===== src/rtl/cpu_pkg.sv =====
// Shared processor definitions: opcodes, sequencer states, ALU codes.
// Reused by the control sequencer and by processor-level decode.
package cpu_pkg;

    localparam int OPC_W  = 4;
    localparam int ALU_W  = 3;
    localparam int WAIT_W = 16;

    // Instruction opcodes (instr[15:12])
    localparam logic [OPC_W-1:0] OP_ADD  = 4'b0000;
    localparam logic [OPC_W-1:0] OP_SUB  = 4'b0001;
    localparam logic [OPC_W-1:0] OP_AND  = 4'b0010;
    localparam logic [OPC_W-1:0] OP_OR   = 4'b0011;
    localparam logic [OPC_W-1:0] OP_LW   = 4'b0100;
    localparam logic [OPC_W-1:0] OP_SW   = 4'b0101;
    localparam logic [OPC_W-1:0] OP_BEQ  = 4'b0110;
    localparam logic [OPC_W-1:0] OP_HALT = 4'b1111;

    // ALU operation codes
    localparam logic [ALU_W-1:0] ALU_ADD = 3'b000;
    localparam logic [ALU_W-1:0] ALU_SUB = 3'b001;
    localparam logic [ALU_W-1:0] ALU_AND = 3'b010;
    localparam logic [ALU_W-1:0] ALU_OR  = 3'b011;

    // Sequencer states; code 7 is never entered
    typedef enum logic [2:0] {
        ST_FETCH  = 3'd0,
        ST_DECODE = 3'd1,
        ST_EXEC   = 3'd2,
        ST_MEM    = 3'd3,
        ST_WB     = 3'd4,
        ST_HALT   = 3'd5,
        ST_ERR    = 3'd6
    } state_e;

    function automatic logic is_rtype(input logic [OPC_W-1:0] op);
        return op[3:2] == 2'b00;
    endfunction

    function automatic logic is_mem(input logic [OPC_W-1:0] op);
        return (op == OP_LW) || (op == OP_SW);
    endfunction

    // Opcodes that go on to EXEC (HALT is handled separately)
    function automatic logic is_exec(input logic [OPC_W-1:0] op);
        return is_rtype(op) || is_mem(op) || (op == OP_BEQ);
    endfunction

    // R-types pass their low bits through; address calc adds; compare subtracts
    function automatic logic [ALU_W-1:0] alu_for(input logic [OPC_W-1:0] op);
        logic [ALU_W-1:0] r;
        r = ALU_ADD;
        if (is_rtype(op)) begin
            r = op[2:0];
        end else if (op == OP_BEQ) begin
            r = ALU_SUB;
        end
        return r;
    endfunction

endpackage


===== src/rtl/wait_timer.sv =====
// Counts wait cycles of an outstanding memory request.
// expired flags that the current waiting cycle is the limit-th one.
module wait_timer
    import cpu_pkg::*;
#(
    parameter int W = WAIT_W
) (
    input  logic         clk,
    input  logic         reset,
    input  logic         clear,
    input  logic         tick,
    input  logic [W-1:0] limit,
    output logic         expired
);

    logic [W-1:0] cnt_q;
    logic [W-1:0] cnt_d;

    // Clear has priority; counting saturates so a zero limit never wraps
    always_comb begin
        cnt_d = cnt_q;
        if (clear) begin
            cnt_d = '0;
        end else if (tick && (cnt_q != '1)) begin
            cnt_d = cnt_q + 1'b1;
        end
    end

    // Counter register
    always_ff @(posedge clk) begin
        if (reset) begin
            cnt_q <= '0;
        end else begin
            cnt_q <= cnt_d;
        end
    end

    assign expired = (limit != '0) && (cnt_q >= limit - 1'b1);

endmodule


===== src/rtl/control_sequencer.sv =====
// Multi-cycle control sequencer: fetch, decode, execute, memory, writeback.
// Drives datapath strobes and counts retired instructions.
module control_sequencer
    import cpu_pkg::*;
#(
    parameter int WAIT_LIMIT = 15,
    parameter int ICOUNT_W   = 16
) (
    input  logic                clk,
    input  logic                reset,
    input  logic [15:0]         instr,
    output logic                imem_req,
    input  logic                imem_ack,
    output logic                dmem_req,
    output logic                dmem_we,
    input  logic                dmem_ack,
    input  logic                alu_zero,
    output logic                ir_load,
    output logic                pc_inc,
    output logic                pc_branch,
    output logic [ALU_W-1:0]    alu_op,
    output logic                branch_enable,
    output logic                write_enable,
    output logic                wb_sel,
    output logic                halted,
    output logic                error,
    output logic [2:0]          state,
    output logic [ICOUNT_W-1:0] instr_count
);

    localparam logic [WAIT_W-1:0] LIMIT = WAIT_W'(WAIT_LIMIT);

    state_e              state_q;
    state_e              state_d;
    logic [OPC_W-1:0]    opcode_q;
    logic [OPC_W-1:0]    opcode_d;
    logic [ICOUNT_W-1:0] icount_q;
    logic [ICOUNT_W-1:0] icount_d;

    logic retire;
    logic wt_clear;
    logic wt_tick;
    logic wt_expired;

    // Operand fields are consumed by the datapath, not here
    logic unused_fields;
    assign unused_fields = ^instr[11:0];

    wait_timer #(
        .W(WAIT_W)
    ) u_wait_timer (
        .clk     (clk),
        .reset   (reset),
        .clear   (wt_clear),
        .tick    (wt_tick),
        .limit   (LIMIT),
        .expired (wt_expired)
    );

    // Next-state, strobes and retirement for the current state
    always_comb begin
        state_d       = state_q;
        opcode_d      = opcode_q;
        imem_req      = 1'b0;
        dmem_req      = 1'b0;
        dmem_we       = 1'b0;
        ir_load       = 1'b0;
        pc_inc        = 1'b0;
        pc_branch     = 1'b0;
        alu_op        = ALU_ADD;
        branch_enable = 1'b0;
        write_enable  = 1'b0;
        wb_sel        = 1'b0;
        halted        = 1'b0;
        error         = 1'b0;
        retire        = 1'b0;
        wt_clear      = 1'b1;
        wt_tick       = 1'b0;

        case (state_q)
            ST_FETCH: begin
                imem_req = 1'b1;
                if (imem_ack) begin
                    ir_load  = 1'b1;
                    pc_inc   = 1'b1;
                    opcode_d = instr[15:12];
                    state_d  = ST_DECODE;
                end else begin
                    wt_clear = 1'b0;
                    wt_tick  = 1'b1;
                    if (wt_expired) begin
                        state_d = ST_ERR;
                    end
                end
            end
            ST_DECODE: begin
                if (is_exec(opcode_q)) begin
                    state_d = ST_EXEC;
                end else if (opcode_q == OP_HALT) begin
                    state_d = ST_HALT;
                end else begin
                    state_d = ST_ERR;
                end
            end
            ST_EXEC: begin
                alu_op = alu_for(opcode_q);
                if (opcode_q == OP_BEQ) begin
                    branch_enable = 1'b1;
                    pc_branch     = alu_zero;
                    retire        = 1'b1;
                    state_d       = ST_FETCH;
                end else if (is_mem(opcode_q)) begin
                    state_d = ST_MEM;
                end else if (is_rtype(opcode_q)) begin
                    state_d = ST_WB;
                end else begin
                    state_d = ST_ERR;
                end
            end
            ST_MEM: begin
                dmem_req = 1'b1;
                dmem_we  = (opcode_q == OP_SW);
                if (dmem_ack) begin
                    if (opcode_q == OP_SW) begin
                        retire  = 1'b1;
                        state_d = ST_FETCH;
                    end else begin
                        state_d = ST_WB;
                    end
                end else begin
                    wt_clear = 1'b0;
                    wt_tick  = 1'b1;
                    if (wt_expired) begin
                        state_d = ST_ERR;
                    end
                end
            end
            ST_WB: begin
                write_enable = 1'b1;
                wb_sel       = (opcode_q == OP_LW);
                retire       = 1'b1;
                state_d      = ST_FETCH;
            end
            ST_HALT: begin
                halted = 1'b1;
            end
            ST_ERR: begin
                error = 1'b1;
            end
            default: begin
                error   = 1'b1;
                state_d = ST_ERR;
            end
        endcase

        icount_d = retire ? icount_q + 1'b1 : icount_q;
    end

    // State, opcode and retirement counter registers
    always_ff @(posedge clk) begin
        if (reset) begin
            state_q  <= ST_FETCH;
            opcode_q <= '0;
            icount_q <= '0;
        end else begin
            state_q  <= state_d;
            opcode_q <= opcode_d;
            icount_q <= icount_d;
        end
    end

    assign state       = state_q;
    assign instr_count = icount_q;

endmodule


===== config.mk =====
export PLATFORM = sky130hd
export DESIGN_NAME = control_sequencer
export DESIGN_NICKNAME = d
export VERILOG_FILES = /design/src/rtl/cpu_pkg.sv /design/src/rtl/wait_timer.sv /design/src/rtl/control_sequencer.sv
export SDC_FILE = /design/constraint.sdc
export NUM_CORES = 1
export LEC_CHECK = 0
export BUFFER_PORTS_ARGS = -buffer_cell sky130_fd_sc_hd__buf_4
export CORE_ASPECT_RATIO = 1.1
export CORE_MARGIN = 8
export CORE_UTILIZATION = 24
export DETAILED_ROUTE_END_ITERATION = 8
export SLEW_MARGIN = 10
export SYNTH_ARGS = -nofsm -noshare
export SYNTH_HDL_FRONTEND = slang
export SYNTH_HIERARCHICAL = 1
export SYNTH_SLANG_ARGS = --single-unit

===== constraint.sdc =====
create_clock -name clk -period 2.75 [get_ports clk]
set_input_delay 0.6875 -clock clk [delete_from_list [all_inputs] [get_ports clk]]
set_output_delay 0.6875 -clock clk [all_outputs]
set_load 0.005 [all_outputs]

# ---- After elaboration in Yosys (flattened, before gate mapping)
# Index checks and enable logic that the tools add are counted.
dict set report totals {
  ff_bits 39
  inputBits 21
}
dict set report classes {
  add_sub_neg 2
  n_lt_le_gt_ge 1
  n_eq_ne 11
  muxes 34
  reduce_logical 10
}
# cell count
set ops {}
lappend ops {{$add A16 B1 Y16 const B} 2}
lappend ops {{$mux W3} 9}
lappend ops {{$mux W1} 19}
lappend ops {{$pmux W3 S6} 1}
lappend ops {{$ge A16 B4 Y1 const B} 1}
lappend ops {{$ne A16 B16 Y1 const B} 1}
lappend ops {{$eq A4 B3 Y1 const B} 3}
lappend ops {{$eq A3 B3 Y1 const B} 3}
lappend ops {{$eq A3 B2 Y1 const B} 2}
lappend ops {{$reduce_or A6 Y1} 1}
lappend ops {{$eq A4 B4 Y1 const B} 1}
lappend ops {{$mux W2} 2}
lappend ops {{$pmux W1 S2} 2}
lappend ops {{$reduce_or A2 Y1} 2}
lappend ops {{$eq A3 B1 Y1 const B} 1}
lappend ops {{$logic_not A3 Y1} 1}
lappend ops {{$logic_or A1 B1 Y1} 3}
lappend ops {{$pmux W1 S3} 1}
lappend ops {{$logic_not A2 Y1} 1}
lappend ops {{$reduce_and A2 Y1} 1}
lappend ops {{$logic_and A1 B1 Y1} 1}

# ---- Depth between registers and ports, before layout
# Gate-level depths: netlist (run 1).
dict set report logic_depth {
  depth_word 6
  ltp_mapped 14
  ltp_nobuf 14
}

# ---- Cells and area by module
# The synthesis (run 1) kept the hierarchy.
# module n_inst cells_each area_per_inst_um2 seq_area_each_um2
set modules_own_cells {}
lappend modules_own_cells {wait_timer 1 179 1497.7 320.3}
lappend modules_own_cells {control_sequencer 1 184 1495.2 460.4}

# ---- Least setup slack after synthesis (run 1)
# No wires, ideal clock.
dict set report synth_timing {
  path_kind {input to register}
  startpoint {in imem_ack}
  endpoint {reg u_wait_timer.cnt_q[15]}
  arrival_ns 2.397
  path_slack_ns 0.284
  stages 6
  path_cell_list {or3_1 > a21oi_1 > and3_1 > nand4_1 > or4_1 > a21oi_1}
}
dict set report synth_between {
  elab_chain_cells 3
  word_cells_on_any_way 6
  cone_classes {4 x mux; 2 x reduce/logical}
}
# element line_no
set synth_lines {}
lappend synth_lines {{from (decl)} control_sequencer.sv:13} ;# input logic imem_ack,
lappend synth_lines {{$mux W1} control_sequencer.sv:83} ;# if (imem_ack) begin
lappend synth_lines {{$pmux W1 S2} control_sequencer.sv:80} ;# case (state_q)
lappend synth_lines {{via wt_tick} control_sequencer.sv:42} ;# logic wt_tick;
lappend synth_lines {{$logic_and A1 B1 Y1} wait_timer.sv:24} ;# end else if (tick && (cnt_q != '1)) begin
lappend synth_lines {{to (signal assigned)} wait_timer.sv:34} ;# cnt_q <= cnt_d;
lappend synth_lines {{to (decl)} wait_timer.sv:16} ;# logic [W-1:0] cnt_q;
# The timed path passes the listed nets, and every way through them passes these cells.
# A chain may end at the register's enable or synchronous reset.

# ---- Worst setup path after layout (run 1)
dict set report layout_timing {
  startpoint {reg state_q[1], in the netlist state[1]}
  endpoint {out alu_op[0]}
}
dict set report layout_between {
  elab_chain_cells 2
}
# element line_no
set layout_lines {}
lappend layout_lines {{from (decl)} control_sequencer.sv:33} ;# state_e state_q;
lappend layout_lines {{from (signal assigned)} control_sequencer.sv:166} ;# state_q <= state_d;
lappend layout_lines {{$eq A3 B2 Y1} control_sequencer.sv:80}
lappend layout_lines {{$mux W3} control_sequencer.sv:80}
lappend layout_lines {{to (decl)} control_sequencer.sv:21} ;# output logic [ALU_W-1:0] alu_op,
# Every way passes these cells.

==> results by group, run 1 <==
Floorplan
  • Core area: 12400 sq um
  • Row cnt: 43
  • Ports: 54
  • Initial Utilization: 0.242
  • Chip height: roughly 130 microns
  • Chip width: around 120 microns
  • Die area: approximately 16000 sq um

Critical path
  • Crit start category: register
  • Delay-heaviest family, CP: flip-flops
  • Largest stage delay on the critical path: around 0.65 ns
  • Slowest cell on crit path: dfxtp_1
  • Crit path kind: reg2out
  • Crit-path cells: nand2b_1 > or3_1 > nor2_1 > buf_4
  • Required @ worst endpoint: 2.06 ns
  • Critical path endpoint category: output port
  • WP buf/inv: 1
  • Arrival time worst endpoint: 1.67 ns
  • Critical path fanouts, max: 16
  • Reg2Reg Setup Slack: between 0.4 and 0.5 ns

Finish
  • Fin util: 0.305
  • Area grow syn2layout: 26.2%
  • Fill cells: 1329
  • Diode count: 0
  • Ratio of cells with drive above 1 in the final layout: 0.178
  • # nets final: 489

Drt
  • ANT nets after route: 0
  • DR vias: approximately 2800
  • Average wire per standard cell: between 10 and 15 microns
  • Vias/cell: 4.59
  • Iteration-0 DRC Markers: between 100 and 150
  • Router iterations before antenna repair: 4
  • DRC violations left: 0
  • Routed wire length: 6.85 mm

Synth
  • Top FF cell, synth: dfxtp_1
  • Post-Synthesis Cells: 363
  • FF+latch count, synth: 39
  • Commonest cells in the synthesized netlist: dfxtp_1 (39), nor2_1 (33), a21oi_1 (26), nand2_1 (22), ha_1 (20)
  • Seq/Total Area, Yosys: 0.261
  • Top cells by area in the synthesized netlist: dfxtp_1 (26%), ha_1 (8.4%), mux2_1 (5.3%)
  • Post-synth top area cell: dfxtp_1
  • Library cells used by synthesis: 63
  • Number of flops mapped to enable cells by yosys: 0
  • Top-count cell post-synth: dfxtp_1
  • Asr flop ratio synth: 0
  • Cell Area, Synth: 2990 sq um
  • Syn. warnings: 6
  • Top-area cell type share of the netlist area: 0.261
  • Mean Syn Cell Area: 8.24 sq um

GRT
  • First-pass GRT wire length: between 10 and 15 mm
  • Vias in the first global route: between 2000 and 3000
  • Grt total ovfl: 0
  • Initial antenna violation count: 0
  • Largest net degree at the start of global routing: 40
  • Total track usage: 0.0853

Placement
  • Number of buffers added on ports: 40
  • Post-DP HPWL: approximately 5.3 mm
  • Placer Congestion: just under 0.8

Status
  • Status: finished, final reports clean

STA
  • Final Hold Slack: between 0.5 and 0.6 ns
  • Relative slew slack: 0.411
  • Fmax: around 420 MHz
  • Sum Neg Setup Slack: 0 ns
  • Final worst path period share: 0.856
  • Slew Viols, Final: 0
  • Skew final: between 0.006 and 0.007 ns
  • Endpoints failing hold: 0
  • Worst slew pin tran: 0.880 ns
  • Setup violators final: 0
  • RSZ-0062 raised after global routing: false
  • Fin crit period: ~2.4 ns

Clocking
  • H-tree depth: 2
  • CTS Buf Count: 5
  • CTS root buffer: clkbuf_16
  • CTS tree: built
  • Worst-path clk slew: roughly 0.06 ns
  • Sink Count: 39
  • Setup bufs post-CTS: 0
  • Post_cts resized: 0
  • Clk buf depth: 2
  • Cts hold-fix bufs: 0
  • Worst-skew pair later-pin latency: 0.28 ns

Pwr
  • Gate power share: 0.170
  • Internal: between 0.001 and 0.0015 W
  • Clk pwr share: 0.434
  • Sw Ratio: 0.267
  • Worst IR drop on VDD: just under 0.4 mV
  • Flop pwr share: 0.396
  • Lkg Pwr: between 1.5 and 2 nW
  • PD cells: approximately 420 nW/um^2
  • Sw Pwr: 0.000422 W

Run
  • Max-cap violations: 0

Min path
  • Hold/Removal Path Class: reg2reg
[layer usage]
| layer | GRT usage | vias up | wire length (microns) |
|---|---|---|---|
| li1 | - | 1441 | - |
| met1 | 0.105 | 1275 | 3200 |
| met2 | 0.144 | 55 | 3290 |
| met3 | 0.0199 | 8 | 289 |
| met4 | 0.0237 | 0 | 82 |
| met5 | 0 | - | 0 |
[logic make-up (layout without fill, tap and decap cells)]
group / count (synthesis) / after routing / synth area share
AOI/OAI and AO/OA: 74 / 74 / 0.174
xor gates and xnor gates: 14 / 14 / 0.0410
adders and majority gates: 20 / 20 / 0.0836
buffers and inverters: 28 / 59 / 0.0477
DFF: 39 / 39 / 0.261
muxes: 20 / 20 / 0.0732
other: 2 / 57 / 0.00251
and+or+nand+nor: 166 / 166 / 0.317
[layout make-up]
| class | count | area (sq um) | area share |
|---|---|---|---|
| Multi-Input combinational cell | 351 | 2280 | 0.603 |
| Sequential cell | 39 | 781 | 0.207 |
| Timing Repair Buffer | 42 | 315 | 0.0835 |
| Clock buffer | 6 | 139 | 0.0368 |
| Inverter | 9 | 33.8 | 0.00895 |
| Clock inverter | 2 | 35.0 | 0.00928 |
| Tap cell | 157 | 196 | 0.0520 |
[registers in the layout, indices dropped and copies added (netlist names)]
signal	flops
instr_count	16
u_wait_timer/cnt_q	16
opcode_q	4
state	3
[power by group through the flow]
stage	Clock, W	Sequential [W]	Combinational (W)
floorplan	0	0.000610	0.000222
global placement	0	0.000635	0.000262
detailed placement	0	0.000636	0.000267
CTS	0.000705	0.000624	0.000268
global route	0.000724	0.000629	0.000304
finish	0.000685	0.000625	0.000268
[worst register-to-register path, cell delays in order, from the launching register on]
cell	delay, ns
dfxtp_1	0.35
ha_1	0.32
nand4_1	0.14
or4_1	0.54
o32ai_1	0.23
o31a_1	0.20
nand2_1	0.08
a2111oi_0	0.33
[stage by stage]
step	cells	setup WS [ns]	cell area [sq um]	total power (W)
finish	606	0.397	3780	0.00158
global route	606	0.288	3780	0.00166
CTS	606	0.399	3780	0.00160
detailed placement	598	0.299	3600	0.000903
global placement	598	0.321	3600	0.000897
floorplan	418	0.284	3200	0.000832
[layout by cell type, fill, tap and decap left out, drive strengths merged, types with 5 or more instances in the layout]
master,Yosys,routed
o31ai,5,5
nor2b,19,19
o21ai,10,10
and4,5,5
nand2b,5,5
nor4,6,6
xnor2,10,10
and2,6,6
nor3,11,11
or4,8,8
nand2,22,22
buf,10,42
nor2,34,34
ha,20,20
conb,2,57
nand3,16,16
mux2,15,15
clkbuf,9,6
mux2i,5,5
inv,9,9
dfxtp,39,39
a21oi,35,35
or3,10,10
nand4,12,12
[path summary, 6_finish.rpt]
| check | start | end | cells after the start |
|---|---|---|---|
| hold / removal | instr_count[1] | instr_count[1] | 2 |
| hold reg to reg | instr_count[1] | instr_count[1] | 2 |
| setup reg to reg | u_wait_timer/cnt_q[13] | state[1] | 7 |
| setup / recovery | state[1] | alu_op[0] | 4 |
(Power assumes the default switching activity.)
==> run 2, diff against run 1 <==
Settings changed: ABC_AREA from default to 1, CORE_UTILIZATION 24 to 60, PLACE_DENSITY from default to 0.85.
Clock period 2.75 ns to 2.95 ns, I/O delays scaled along.
==> results by group, run 2 <==
STA
  • Fin crit period: about 2.3 ns
  • Worst slew pin tran: roughly 0.5 ns
  • Fmax: 436 MHz
  • Slew Viols, Final: 0
  • RSZ-0062 raised after global routing: false
  • Endpoints failing hold: 0
  • Skew final: between 0.005 and 0.006 ns
  • Final worst path period share: 0.778
  • Relative slew slack: 0.661
  • Sum Neg Setup Slack: 0 ns
  • Setup violators final: 0

Critical path
  • Reg-to-Reg Start: state[2]
  • Critical path fanouts, max: 8
  • Arrival time worst endpoint: between 1.5 and 2 ns
  • R2R depth: 9
  • Critical path endpoint category: output port
  • Required @ worst endpoint: 2.21 ns
  • Crit path from: state[0]
  • Crit start category: register
  • Crit path kind: reg2out

GRT
  • First-pass GRT wire length: between 10 and 15 mm
  • Largest net degree at the start of global routing: 26
  • Grt total ovfl: 0
  • Met3 GRT Util: 0.0393
  • Met2 GRT Util: 0.353
  • GR met1 Demand/Resource: 0.199
  • Total track usage: 0.189
  • Initial antenna violation count: 0
  • Vias in the first global route: ~3000
  • Global routing's busiest layer: met2

Pwr
  • Lkg Pwr: around 1.7 nW
  • Gate power share: 0.286
  • Flop pwr share: 0.403
  • Worst IR drop on VDD: ~0.24 mV
  • Internal: roughly 0.00095 W
  • Clk pwr share: 0.311
  • PD cells: about 400 nW/um^2
  • Total power: between 0.001 and 0.0015 W
  • Sw Ratio: 0.356
  • Sw Pwr: roughly 0.00052 W

Clocking
  • Worst-skew pair later-pin latency: 0.30 ns
  • CTS Buf Count: 5
  • CTS tree: built
  • Clk buf depth: 2
  • H-tree depth: 2
  • Cts hold-fix bufs: 0
  • CTS root buffer: clkbuf_8
  • Setup bufs post-CTS: 0
  • Post_cts resized: 0
  • Sink Count: 39
  • Worst-path clk slew: 0.08 ns

Placement
  • Placer Congestion: ~0.87
  • Post-DP HPWL: 5.53 mm
  • Number of buffers added on ports: 40

Synth
  • FF+latch count, synth: 39
  • Seq/Total Area, Yosys: 0.249
  • Number of flops mapped to enable cells by yosys: 0
  • Post-synth top area cell: dfxtp_1
  • Top-count cell post-synth: nand2_1
  • Top cells by area in the synthesized netlist: dfxtp_1 (25%), nand2_1 (14%), inv_1 (8.4%)
  • Asr flop ratio synth: 0
  • Mean Syn Cell Area: between 6 and 7 sq um
  • Cell Area, Synth: roughly 3100 sq um
  • Top-area cell type share of the netlist area: 0.249
  • Commonest cells in the synthesized netlist: nand2_1 (120), inv_1 (70), nor2_1 (67), dfxtp_1 (39), nand3_1 (36)
  • Post-Synthesis Cells: ~500
  • Library cells used by synthesis: 39
  • Syn. warnings: 6
  • Top FF cell, synth: dfxtp_1

Drt
  • Vias/cell: 5.14
  • Routed wire length: slightly above 7 mm
  • Average wire per standard cell: 11.4 microns
  • DRC violations left: 0
  • ANT nets after route: 0
  • Router iterations before antenna repair: 4
  • DR vias: 3194
  • Iteration-0 DRC Markers: ~120

Floorplan
  • Initial Utilization: 0.622
  • Ports: 54
  • Row cnt: 27
  • Chip width: 84.9 microns
  • Chip height: roughly 92 microns
  • Die area: approximately 7800 sq um
  • Core area: between 5000 and 6000 sq um

Run
  • Max-cap violations: 0

Finish
  • Area grow syn2layout: 17.5%
  • Diode count: 0
  • Commonest non-fill, non-tap cells in the layout: nand2_1 (120), inv_1 (70), nor2_1 (67)
  • Commonest non-fill, non-tap cell in the layout: nand2_1
  • Ratio of cells with drive above 1 in the final layout: 0.145
  • # nets final: a little over 600

Min path
  • Hold path start: instr_count[15]
  • Worst Hold Path Cells: 2
  • Hold/Removal Path Class: reg2reg

Status
  • Status: finished, final reports clean
## run 2: cell types whose count changed after synthesis, moves of 7 or more
cell      delta
xor2_1       +9
nor2b_1     -19
clkbuf_1     -8
or4_1        -7
nand4_1      +7
nor2_1      +34
inv_1       +62
nand2_2      +8
nand2_1     +98
nand3_1     +20
mux2_1      -14
## run 2: worst paths after layout
path / to / slack [ns]
max: ir_load / 0.66
min: instr_count[15] / 0.52
max reg2reg: u_wait_timer/cnt_q[1] / 0.81
min reg2reg: instr_count[15] / 0.52
## run 2: kinds of logic (layout without fill, tap and decap cells)
logic type | after synthesis | in the layout | share of synthesized area
adder cells (fa/ha/maj) | 20 | 20 | 0.0799
flip-flops | 39 | 39 | 0.249
AO/OA/AOI/OAI | 54 | 54 | 0.0990
buffers and inverters | 79 | 121 | 0.109
other | 2 | 34 | 0.00240
XOR/XNOR | 19 | 19 | 0.0531
AND/OR/NAND/NOR | 277 | 277 | 0.408
## run 2: final cells by class
type                       instances  area [sq um]
tap                               58          72.6
multi-input combinational        404          2130
inverter                          72           275
timing repair buffer              41           308
clock inverter                     3          43.8
fill                             415          1350
sequential                        39           781
clock buffer                       5          68.8
## run 2: routing by layer
layer / part of all wire / wire, microns / up-vias
met2: 0.51 / 3640 / 71
met3: 0.057 / 405 / 9
met5: 0 / 0 / -
met1: 0.42 / 2980 / 1436
li1: - / - / 1678
met4: 0.012 / 87 / 0
## run 2: stage by stage
stage	hold slack (ns)	std cells	instance area [sq um]	setup slack, ns	utilization
6_report	0.519	622	3680	0.656	0.731
2_1_floorplan	0.480	522	3250	0.953	-
3_5_place_dp	0.504	614	3570	0.708	0.709
5_1_grt	0.553	622	3680	0.538	0.731
3_3_place_gp	0.493	614	3570	0.742	0.709
4_1_cts	0.520	622	3680	0.648	0.731
## run 2: power groups by stage
stage | sequential, W | combinational [W] | clock [W]
after floorplan | 0.000598 | 0.000321 | 0
after global placement | 0.000603 | 0.000400 | 0
after detailed placement | 0.000605 | 0.000410 | 0
after CTS | 0.000593 | 0.000413 | 0.000466
after global routing | 0.000599 | 0.000474 | 0.000486
final | 0.000593 | 0.000421 | 0.000458
## run 2: worst max-delay path, cell delays in order (launching register included)
cell and delay (ns):
dfxtp_1 0.40, nor2_1 0.23, nand2_1 0.16, nor2_2 0.29
buf_4 0.18
